--- config.mk ---
export PLATFORM = sky130hd
export DESIGN_NAME = seg_off_multi_sync_flat
export DESIGN_NICKNAME = d
export VERILOG_FILES = /design/src/rtl/seg_off_multi_sync_if.sv /design/src/rtl/seg_off_multi_sync.sv /design/src/flat_wrapper.sv
export SDC_FILE = /design/constraint.sdc
export NUM_CORES = 1
export LEC_CHECK = 0
export CAP_MARGIN = 20
export CORE_AREA = 2 2 104 106
export DETAILED_ROUTE_END_ITERATION = 7
export DIE_AREA = 0 0 106 108
export PLACE_DENSITY = 0.74
export SETUP_SLACK_MARGIN = 0.2
export SLEW_MARGIN = 20
export SYNTH_ARGS = -nofsm -noshare
export SYNTH_HDL_FRONTEND = slang
export SYNTH_SLANG_ARGS = --single-unit
export TNS_END_PERCENT = 50
--- constraint.sdc ---
create_clock -name clk -period 2 [get_ports clk]
set_input_delay 0.2 -clock clk [delete_from_list [all_inputs] [get_ports clk]]
set_output_delay 0.2 -clock clk [all_outputs]
set_load 0.02 [all_outputs]
--- src/rtl/seg_off_multi_sync_if.sv ---
// Bundle of the update, delivery and handshake signals of seg_off_multi_sync.
// The master side is the microcode write path and consumer; the slave side is the synchroniser.
interface seg_off_multi_sync_if #(
  parameter int WIDTH  = 16,
  parameter int NUM_CH = 2
);
  logic [NUM_CH-1:0]       upd;
  logic [NUM_CH*WIDTH-1:0] new_val;
  logic [NUM_CH*WIDTH-1:0] cur_val;
  logic                    propagate;
  logic                    flush;
  logic [NUM_CH*WIDTH-1:0] out_val;
  logic [NUM_CH-1:0]       out_mask;
  logic                    out_valid;
  logic                    out_ready;
  logic                    busy;

  modport master (
    output upd, new_val, cur_val, propagate, flush, out_ready,
    input  out_val, out_mask, out_valid, busy
  );

  modport slave (
    input  upd, new_val, cur_val, propagate, flush, out_ready,
    output out_val, out_mask, out_valid, busy
  );
endinterface

--- src/rtl/seg_off_multi_sync.sv ---
// Deferred-update synchroniser: per-channel updates are held and delivered as one snapshot on propagate.
// Optional SEG_OFF_MULTI_SYNC_STATS_EN adds coalesce_cnt and stall_cnt outputs.
//
// state    | meaning
// ST_IDLE  | nothing pending, no offer outstanding
// ST_PEND  | at least one channel pending
// ST_OFFER | snapshot registered, waiting for out_ready
module seg_off_multi_sync #(
  parameter int WIDTH     = 16,
  parameter int NUM_CH    = 2,
  parameter int LAST_WINS = 0
) (
  input  logic                 clk,
  input  logic                 reset_n,
  seg_off_multi_sync_if.slave  bus
`ifdef SEG_OFF_MULTI_SYNC_STATS_EN
  ,
  output logic [15:0]          coalesce_cnt,
  output logic [15:0]          stall_cnt
`endif
);

  localparam bit LW = (LAST_WINS != 0);

  typedef enum logic [1:0] {
    ST_IDLE  = 2'd0,
    ST_PEND  = 2'd1,
    ST_OFFER = 2'd2
  } state_e;

  state_e                  state;
  state_e                  state_nxt;

  logic [NUM_CH-1:0]       pend;
  logic [NUM_CH-1:0]       pend_nxt;
  logic [NUM_CH*WIDTH-1:0] pval;
  logic [NUM_CH*WIDTH-1:0] pval_nxt;
  logic [NUM_CH*WIDTH-1:0] ofr_val;
  logic [NUM_CH-1:0]       ofr_mask;

  logic [NUM_CH*WIDTH-1:0] byp_val;
  logic [NUM_CH-1:0]       eff_mask;
  logic [NUM_CH-1:0]       cap;
  logic                    in_offer;
  logic                    fire;
  logic                    load_offer;

  assign in_offer   = (state == ST_OFFER);
  assign eff_mask   = pend | bus.upd;
  assign fire       = !in_offer && bus.propagate && (|eff_mask) && !bus.flush;
  assign load_offer = fire && !bus.out_ready;
  // Updates in a delivering cycle travel with the snapshot, so they are not re-captured.
  assign cap        = bus.upd & {NUM_CH{!bus.flush && !fire}};

  // Live view of the snapshot as it would be delivered this cycle.
  always_comb begin
    byp_val = '0;
    for (int i = 0; i < NUM_CH; i++) begin
      if (pend[i] && !(LW && bus.upd[i])) begin
        byp_val[i*WIDTH +: WIDTH] = pval[i*WIDTH +: WIDTH];
      end else if (bus.upd[i]) begin
        byp_val[i*WIDTH +: WIDTH] = bus.new_val[i*WIDTH +: WIDTH];
      end else begin
        byp_val[i*WIDTH +: WIDTH] = bus.cur_val[i*WIDTH +: WIDTH];
      end
    end
  end

  always_comb begin
    pend_nxt = pend;
    pval_nxt = pval;
    if (bus.flush) begin
      pend_nxt = '0;
      pval_nxt = '0;
    end else if (fire) begin
      pend_nxt = '0;
    end else begin
      for (int i = 0; i < NUM_CH; i++) begin
        if (cap[i]) begin
          pend_nxt[i] = 1'b1;
          if (!pend[i] || LW) begin
            pval_nxt[i*WIDTH +: WIDTH] = bus.new_val[i*WIDTH +: WIDTH];
          end
        end
      end
    end
  end

  always_ff @(posedge clk or negedge reset_n) begin
    if (!reset_n) begin
      state <= ST_IDLE;
    end else begin
      state <= state_nxt;
    end
  end

  always_comb begin
    state_nxt     = state;
    bus.out_valid = 1'b0;
    bus.out_mask  = '0;
    bus.out_val   = byp_val;
    bus.busy      = (state != ST_IDLE) || (|pend);
    case (state)
      ST_IDLE, ST_PEND: begin
        bus.out_valid = fire;
        bus.out_mask  = fire ? eff_mask : '0;
        if (fire) begin
          state_nxt = bus.out_ready ? ST_IDLE : ST_OFFER;
        end else begin
          state_nxt = (|pend_nxt) ? ST_PEND : ST_IDLE;
        end
      end
      ST_OFFER: begin
        bus.out_val   = ofr_val;
        bus.out_valid = !bus.flush;
        bus.out_mask  = bus.flush ? '0 : ofr_mask;
        if (bus.out_ready) begin
          state_nxt = (|pend_nxt) ? ST_PEND : ST_IDLE;
        end
      end
      default: begin
        state_nxt = ST_IDLE;
      end
    endcase
    if (bus.flush) begin
      state_nxt = ST_IDLE;
    end
  end

  always_ff @(posedge clk or negedge reset_n) begin
    if (!reset_n) begin
      pend     <= '0;
      pval     <= '0;
      ofr_val  <= '0;
      ofr_mask <= '0;
    end else begin
      pend <= pend_nxt;
      pval <= pval_nxt;
      if (bus.flush) begin
        ofr_val  <= '0;
        ofr_mask <= '0;
      end else if (load_offer) begin
        ofr_val  <= byp_val;
        ofr_mask <= eff_mask;
      end else if (in_offer && bus.out_ready) begin
        ofr_mask <= '0;
      end
    end
  end

`ifdef SEG_OFF_MULTI_SYNC_STATS_EN
  logic coal_hit;
  logic stall_hit;

  assign coal_hit  = (|(bus.upd & pend)) && !bus.flush;
  assign stall_hit = in_offer && !bus.out_ready;

  always_ff @(posedge clk or negedge reset_n) begin
    if (!reset_n) begin
      coalesce_cnt <= '0;
      stall_cnt    <= '0;
    end else begin
      if (coal_hit && (coalesce_cnt != 16'hFFFF)) begin
        coalesce_cnt <= coalesce_cnt + 16'd1;
      end
      if (stall_hit && (stall_cnt != 16'hFFFF)) begin
        stall_cnt <= stall_cnt + 16'd1;
      end
    end
  end
`endif

endmodule

--- src/flat_wrapper.sv ---
// flat-port wrapper written by rule: the top's interface ports become plain ports
module seg_off_multi_sync_flat 
#(
  parameter int WIDTH     = 16,
  parameter int NUM_CH    = 2,
  parameter int LAST_WINS = 0
)
  (clk, reset_n, bus_upd, bus_new_val, bus_cur_val, bus_propagate, bus_flush, bus_out_ready, bus_out_val, bus_out_mask, bus_out_valid, bus_busy);
  seg_off_multi_sync_if #(.WIDTH(WIDTH), .NUM_CH(NUM_CH)) bus_i ();
  input  logic clk;
  input  logic reset_n;
  input wire logic [$bits(bus_i.upd)-1:0] bus_upd;
  input wire logic [$bits(bus_i.new_val)-1:0] bus_new_val;
  input wire logic [$bits(bus_i.cur_val)-1:0] bus_cur_val;
  input wire logic [$bits(bus_i.propagate)-1:0] bus_propagate;
  input wire logic [$bits(bus_i.flush)-1:0] bus_flush;
  input wire logic [$bits(bus_i.out_ready)-1:0] bus_out_ready;
  output wire logic [$bits(bus_i.out_val)-1:0] bus_out_val;
  output wire logic [$bits(bus_i.out_mask)-1:0] bus_out_mask;
  output wire logic [$bits(bus_i.out_valid)-1:0] bus_out_valid;
  output wire logic [$bits(bus_i.busy)-1:0] bus_busy;
  assign bus_i.upd = bus_upd;
  assign bus_i.new_val = bus_new_val;
  assign bus_i.cur_val = bus_cur_val;
  assign bus_i.propagate = bus_propagate;
  assign bus_i.flush = bus_flush;
  assign bus_i.out_ready = bus_out_ready;
  assign bus_out_val = bus_i.out_val;
  assign bus_out_mask = bus_i.out_mask;
  assign bus_out_valid = bus_i.out_valid;
  assign bus_busy = bus_i.busy;
  seg_off_multi_sync #(.WIDTH(WIDTH), .NUM_CH(NUM_CH), .LAST_WINS(LAST_WINS)) u_core (.clk(clk), .reset_n(reset_n), .bus(bus_i));
endmodule
# Word level (Yosys, flattened, before mapping)
# Cells that the tools add are included.
[totals] regBits=70 input_bits=71 mem_bits_ro=0 word_cells=67 latchBits=0 mem_count=0 mem_bits_rw=0
[classes] reduce_logical=23 n_div=0 n_shift=0 n_mux=30 order_cmp=0 multipliers=0 bitwise=2 addsub=0 eq_ne=6
[ops] operator="32-bit 2-to-1 mux" count=5
[ops] operator="16-bit 2-to-1 mux" count=8
[ops] operator="2-bit 2-to-1 mux" count=11
[ops] operator="2-bit case mux with 2 select lines" count=2
[ops] operator="2-bit nonzero test" count=4
[ops] operator="2-bit OR reduction" count=4
[ops] operator="1-bit logical AND" count=6
[ops] operator="2-bit != test (second input constant)" count=3
[ops] operator="3-bit AND reduction" count=2
[ops] operator="1-bit zero test" count=4
[ops] operator="1-bit 2-to-1 mux" count=3
[ops] operator="3-bit != test (second input constant)" count=1
[ops] operator="3-bit nonzero test" count=1
[ops] operator="2-bit bitwise AND" count=1
[ops] operator="2-bit by 1-bit == test with 1-bit output (second input constant)" count=1
[ops] operator="2-bit == test (second input constant)" count=1
[ops] operator="2-bit zero test" count=1
[ops] operator="2-bit bitwise OR" count=1
[ops] operator="1-bit case mux with 2 select lines" count=1
[ops] operator="1-bit logical OR" count=1

# Longest topological paths before layout
# Gate-level depths: netlist of run 1.
[depth] ltp_word=16 mapped_depth=6 mapped_depth_nobuf=4

# Worst setup path before layout of run 1
# OpenSTA, ideal clock, no wires.
[synth_path] path_type="input to output" from="in bus_upd[0]" to="out bus_out_val[13]" path_buffers=2 slack_ns=0.358 cell_stages=6 required_ns=1.800 arrival_ns=1.442 path_cell_list="buf_2 buf_2 mux2i_1 nor2_1 a21oi_1 o21ai_0"
[synth_between] elab_chain_cells=3
[synth_lines] item="start, declared" line="flat_wrapper.sv:12" text="input wire logic [$bits(bus_i.upd)-1:0] bus_upd;"
[synth_lines] item="16-bit 2-to-1 mux" line="seg_off_multi_sync.sv:61" text="end else if (bus.upd[i]) begin"
[synth_lines] item="16-bit 2-to-1 mux" line="seg_off_multi_sync.sv:59" text="if (pend[i] && !(LW && bus.upd[i])) begin"
[synth_lines] item="32-bit 2-to-1 mux" line="seg_off_multi_sync.sv:103" text="case (state)"
[synth_lines] item="end, declared" line="flat_wrapper.sv:18" text="output wire logic [$bits(bus_i.out_val)-1:0] bus_out_val;"
# No other way between the ends.

# Final worst setup path of run 1
[layout_path] from="reg u_core.state[1]" to="out bus_out_val[21]"
[layout_between] elab_chain_cells=2
[layout_lines] item="start, declared" line="seg_off_multi_sync.sv:31" text="state_e state;"
[layout_lines] item="start signal, assigned" line="seg_off_multi_sync.sv:93" text="state <= state_nxt;"
[layout_lines] item="2-bit == test" line="seg_off_multi_sync.sv:103"
[layout_lines] item="32-bit 2-to-1 mux" line="seg_off_multi_sync.sv:103"
# No other way between the ends.

==> results.sh, run 1 <==
export IMPL_wl_um=11500
export IMPL_period_minus_slack_ps=1814
export IMPL_p_comb_share_pct=30.5
export IMPL_crit_arrival_ps=1610
export IMPL_hold_viol=0
export IMPL_slew_headroom_pct=69.18
export IMPL_timing_final_ws_setup_ps=185.9
export IMPL_p_sw_share_pct=31.47
export IMPL_area_growth_pct=52.47
export IMPL_ys_ff_latch=70
export IMPL_syn_area_per_cell_sq_um=10.16
export IMPL_cp_end_kind="primary output"
export IMPL_netSwitchingPower_mw=1.169
export IMPL_rrSetupSlack_ps=220
export IMPL_async_reset_ff_share_pct=100.0
export IMPL_setup_viol=0
export IMPL_internal_power_mw=2.544
export IMPL_r2r_cells=9
export IMPL_hp_start="bus_flush"
export IMPL_tightestPinTransition_ps=462.2
export IMPL_cts_root_buf="clkbuf_8"
export IMPL_placed_area_sq_mm=0.005589
export IMPL_dr_pass1_iters=6
export IMPL_cellLeakagePower_nw=2.741
export IMPL_power_density_mw_per_mm2=608.2
export IMPL_post_drt_wl_per_cell_um=16.52
export IMPL_r2r_end="u_core.ofr_mask[0]"
export IMPL_via_count=3543
export IMPL_ys_types=26
export IMPL_start_util_pct=39.13
export IMPL_synth_edff_count=0
export IMPL_fillers=848
export IMPL_status="complete, no violations"
export IMPL_max_vdd_ir_drop_mv=0.3216
export IMPL_yosys_warnings=0
export IMPL_place_gp_congestion=0.8538
export IMPL_final_max_slew_viol_count=0
export IMPL_cp_slowest_cell="dfrtp_1"
export IMPL_crit_path_max_incr_delay_ps=400
export IMPL_rows=37
export IMPL_fmax_mhz=551.2
export IMPL_htree_levels=3
export IMPL_io_pins=107
export IMPL_hold_path_class="primary input to flip-flop"
export IMPL_finClkSkew_ps=12.69
export IMPL_grt_max_degree=45
export IMPL_place_ws_ps=-262.3
export IMPL_synth_area_leaders="dfrtp_1 (44%), mux2i_1 (16%), o2bb2ai_2 (11%), nor2_1 (6.6%), a21oi_1 (4.4%)"
export IMPL_nets=626
export IMPL_rsz0062_at_grt="yes"
export IMPL_hold_ws_ps=305.4
export IMPL_dieArea_sq_mm=0.01145
export IMPL_synth_common_cells="dfrtp_1 (70), nor2_1 (70), mux2i_1 (64), nand2_1 (36), a21oi_1 (35)"
export IMPL_clockBufferDepth=2
export IMPL_grt_ovfl_total=0
export IMPL_cts_tree="yes"
export IMPL_p_total_mw=3.713
export IMPL_clk_pin_slew_ps=90
export IMPL_crit_type="flip-flop to primary output"
export IMPL_ant_nets=0
export IMPL_finalCritPeriodShare_pct=90.71
export IMPL_syn_nets=465
export IMPL_clk_latency_ps=340
export IMPL_grt_pass1_vias=3493
export IMPL_holdPathStages=2
export IMPL_start_kind="flip-flop"
export IMPL_drc=0
export IMPL_cts_sinks=70
export IMPL_pwr_share_clk_pct=28.1
export IMPL_p_seq_share_pct=41.5
export IMPL_final_util_pct=59.67
export IMPL_drt_iter0_markers=142
export IMPL_cts_buffers=9
export IMPL_synthCells=394
export IMPL_fin_area_sq_mm=0.006105
export IMPL_synth_yosys_seq_area_share_pct=43.75
export IMPL_die_x_um=106
export IMPL_diodes=0
export IMPL_ys_flop_type="dfrtp_1"
export IMPL_cap_viol_max_count=0
export IMPL_grt_total_usage_pct=19.33
export IMPL_grt_pass1_wl_um=17600
export IMPL_synthesis_area_sq_mm=0.004004
export IMPL_io_buffers=106
export IMPL_core_area_sq_mm=0.01023
export IMPL_die_h_um=108
export IMPL_crit_required_ps=1800
export IMPL_synth_top_cell_by_area="dfrtp_1"
export IMPL_antenna_found_initial=0
export IMPL_drive_above_1_share_pct=33.21
export IMPL_path_cells="nor2b_4 > buf_6 > clkbuf_16 > o21ai_0 > buf_2"
export IMPL_vias_per_cell=5.091
export IMPL_reg2reg_from="u_core.state[1]"
export IMPL_dp_hpwl_um=7547
export IMPL_hold_end="u_core.pval[4]"
export IMPL_worstPathMaxFanout=11
export IMPL_yosys_area_top_type_share_pct=43.75
sequential cells by signal (all words and copies together) (netlist names):
name             cells
u_core.state         2
u_core.ofr_mask      2
u_core.pval         32
u_core.pend          2
u_core.ofr_val      32
cell families (layout without fill, tap and decap cells):
kind of cell	Yosys count	after routing	synth area share, %
compound gates	106	106	21.75
mux	64	64	16.00
flops	70	70	43.75
buf+inv	33	199	5.594
simple gates	121	121	12.91
stage by stage:
step | cells | TNS [ps]
finish | 696 | 0
global route | 696 | 0
CTS | 684 | 0
detailed placement | 660 | -9554
global placement | 660 | -7976
floorplan | 394 | 0
what timing repair did:
action	4_1_cts	5_1_grt
gates resized for setup	185	54
gates cloned	2	7
endpoints found under the hold margin	26	0
hold buffers	1	0
pin swaps	0	6
setup buffers	5	5
setup endpoints to repair	65	70
routing by layer:
layer,up-vias,routed length (um),global-route usage (%)
li1,1715,-,-
met4,0,102,4.417
met5,-,0,0
met2,102,5686,33.27
met1,1716,5231,25.98
met3,10,474,2.833
power groups by stage:
stage,clock network (mW),registers (mW),logic (mW)
global placement,0,1.56,1.05
global route,1.12,1.55,1.22
detailed placement,0,1.56,1.07
floorplan,0,1.55,0.512
finish,1.04,1.54,1.13
CTS,1.06,1.54,1.03
how the worst max path moves through the flow:
stage,to,startpoint,cells past startpoint,slack [ps]
5_1_grt,bus_out_valid,u_core.pend[0],6,90
6_report,bus_out_val[21],u_core.state[1],5,190
4_1_cts,bus_out_valid,bus_upd[0],8,100
2_1_floorplan,bus_out_val[13],bus_upd[0],6,360
3_3_place_gp,bus_out_val[6],bus_upd[0],7,-230
3_5_place_dp,bus_out_val[13],bus_upd[0],7,-260
layout make-up:
type	instances	area, sq um	share of cell area (%)
multi-input cells	291	2132	34.93
repair buffers	183	1874	30.70
flip-flops and latches	70	1753	28.71
well taps	136	170.2	2.787
clock buffers	10	137.6	2.255
clock inverters	6	37.54	0.6149
placed cells by master, fill, tap and decap left out, types with 2 or more instances in the layout:
| cell | netlist | final |
|---|---|---|
| a21oi_2 | 0 | 6 |
| clkbuf_8 | 0 | 10 |
| nor2_1 | 70 | 69 |
| buf_6 | 4 | 9 |
| clkbuf_2 | 0 | 3 |
| nor3_1 | 5 | 4 |
| o21ai_1 | 0 | 6 |
| a21oi_1 | 35 | 28 |
| buf_4 | 4 | 51 |
| a31o_4 | 0 | 2 |
| buf_2 | 5 | 26 |
| clkinvlp_4 | 0 | 3 |
| a21oi_4 | 2 | 3 |
| clkbuf_16 | 0 | 7 |
| clkinv_2 | 0 | 3 |
| o2bb2ai_2 | 30 | 30 |
| or4_4 | 1 | 2 |
| buf_8 | 0 | 3 |
| nand2b_1 | 3 | 3 |
| dfrtp_1 | 70 | 69 |
| bufbuf_16 | 0 | 2 |
| clkdlybuf4s50_1 | 0 | 66 |
| nand2_1 | 36 | 35 |
| o21ai_0 | 34 | 22 |
| o21ai_2 | 0 | 6 |
| o2bb2ai_1 | 2 | 2 |
| buf_12 | 3 | 14 |
| mux2i_1 | 64 | 64 |
worst max-delay path, delay by kind of cell, from the launching register on:
kind	cells	cell delay, ps
buf+inv	3	510
flops	1	400
compound gates	1	220
simple gates	1	150
Note: power is estimated with default switching activity, not from simulation.
==> run 2, diff against run 1 <==
--- a/config.mk
+++ b/config.mk
@@ -7,6 +7,7 @@
 export LEC_CHECK = 0
 export CAP_MARGIN = 20
 export CORE_AREA = 2 2 104 106
+export CTS_CLUSTER_DIAMETER = 50
 export DETAILED_ROUTE_END_ITERATION = 7
 export DIE_AREA = 0 0 106 108
 export PLACE_DENSITY = 0.74
==> results of run 2 <==
The final DEF is identical to that of run 1; final timing and power are the same.
==> run 3, diff against run 2 <==
--- a/config.mk
+++ b/config.mk
@@ -8,6 +8,7 @@
 export CAP_MARGIN = 20
 export CORE_AREA = 2 2 104 106
 export CTS_CLUSTER_DIAMETER = 50
+export CTS_CLUSTER_SIZE = 14
 export DETAILED_ROUTE_END_ITERATION = 7
 export DIE_AREA = 0 0 106 108
 export PLACE_DENSITY = 0.74
==> results of run 3 <==
The final DEF is identical to that of run 1; final timing and power are the same.
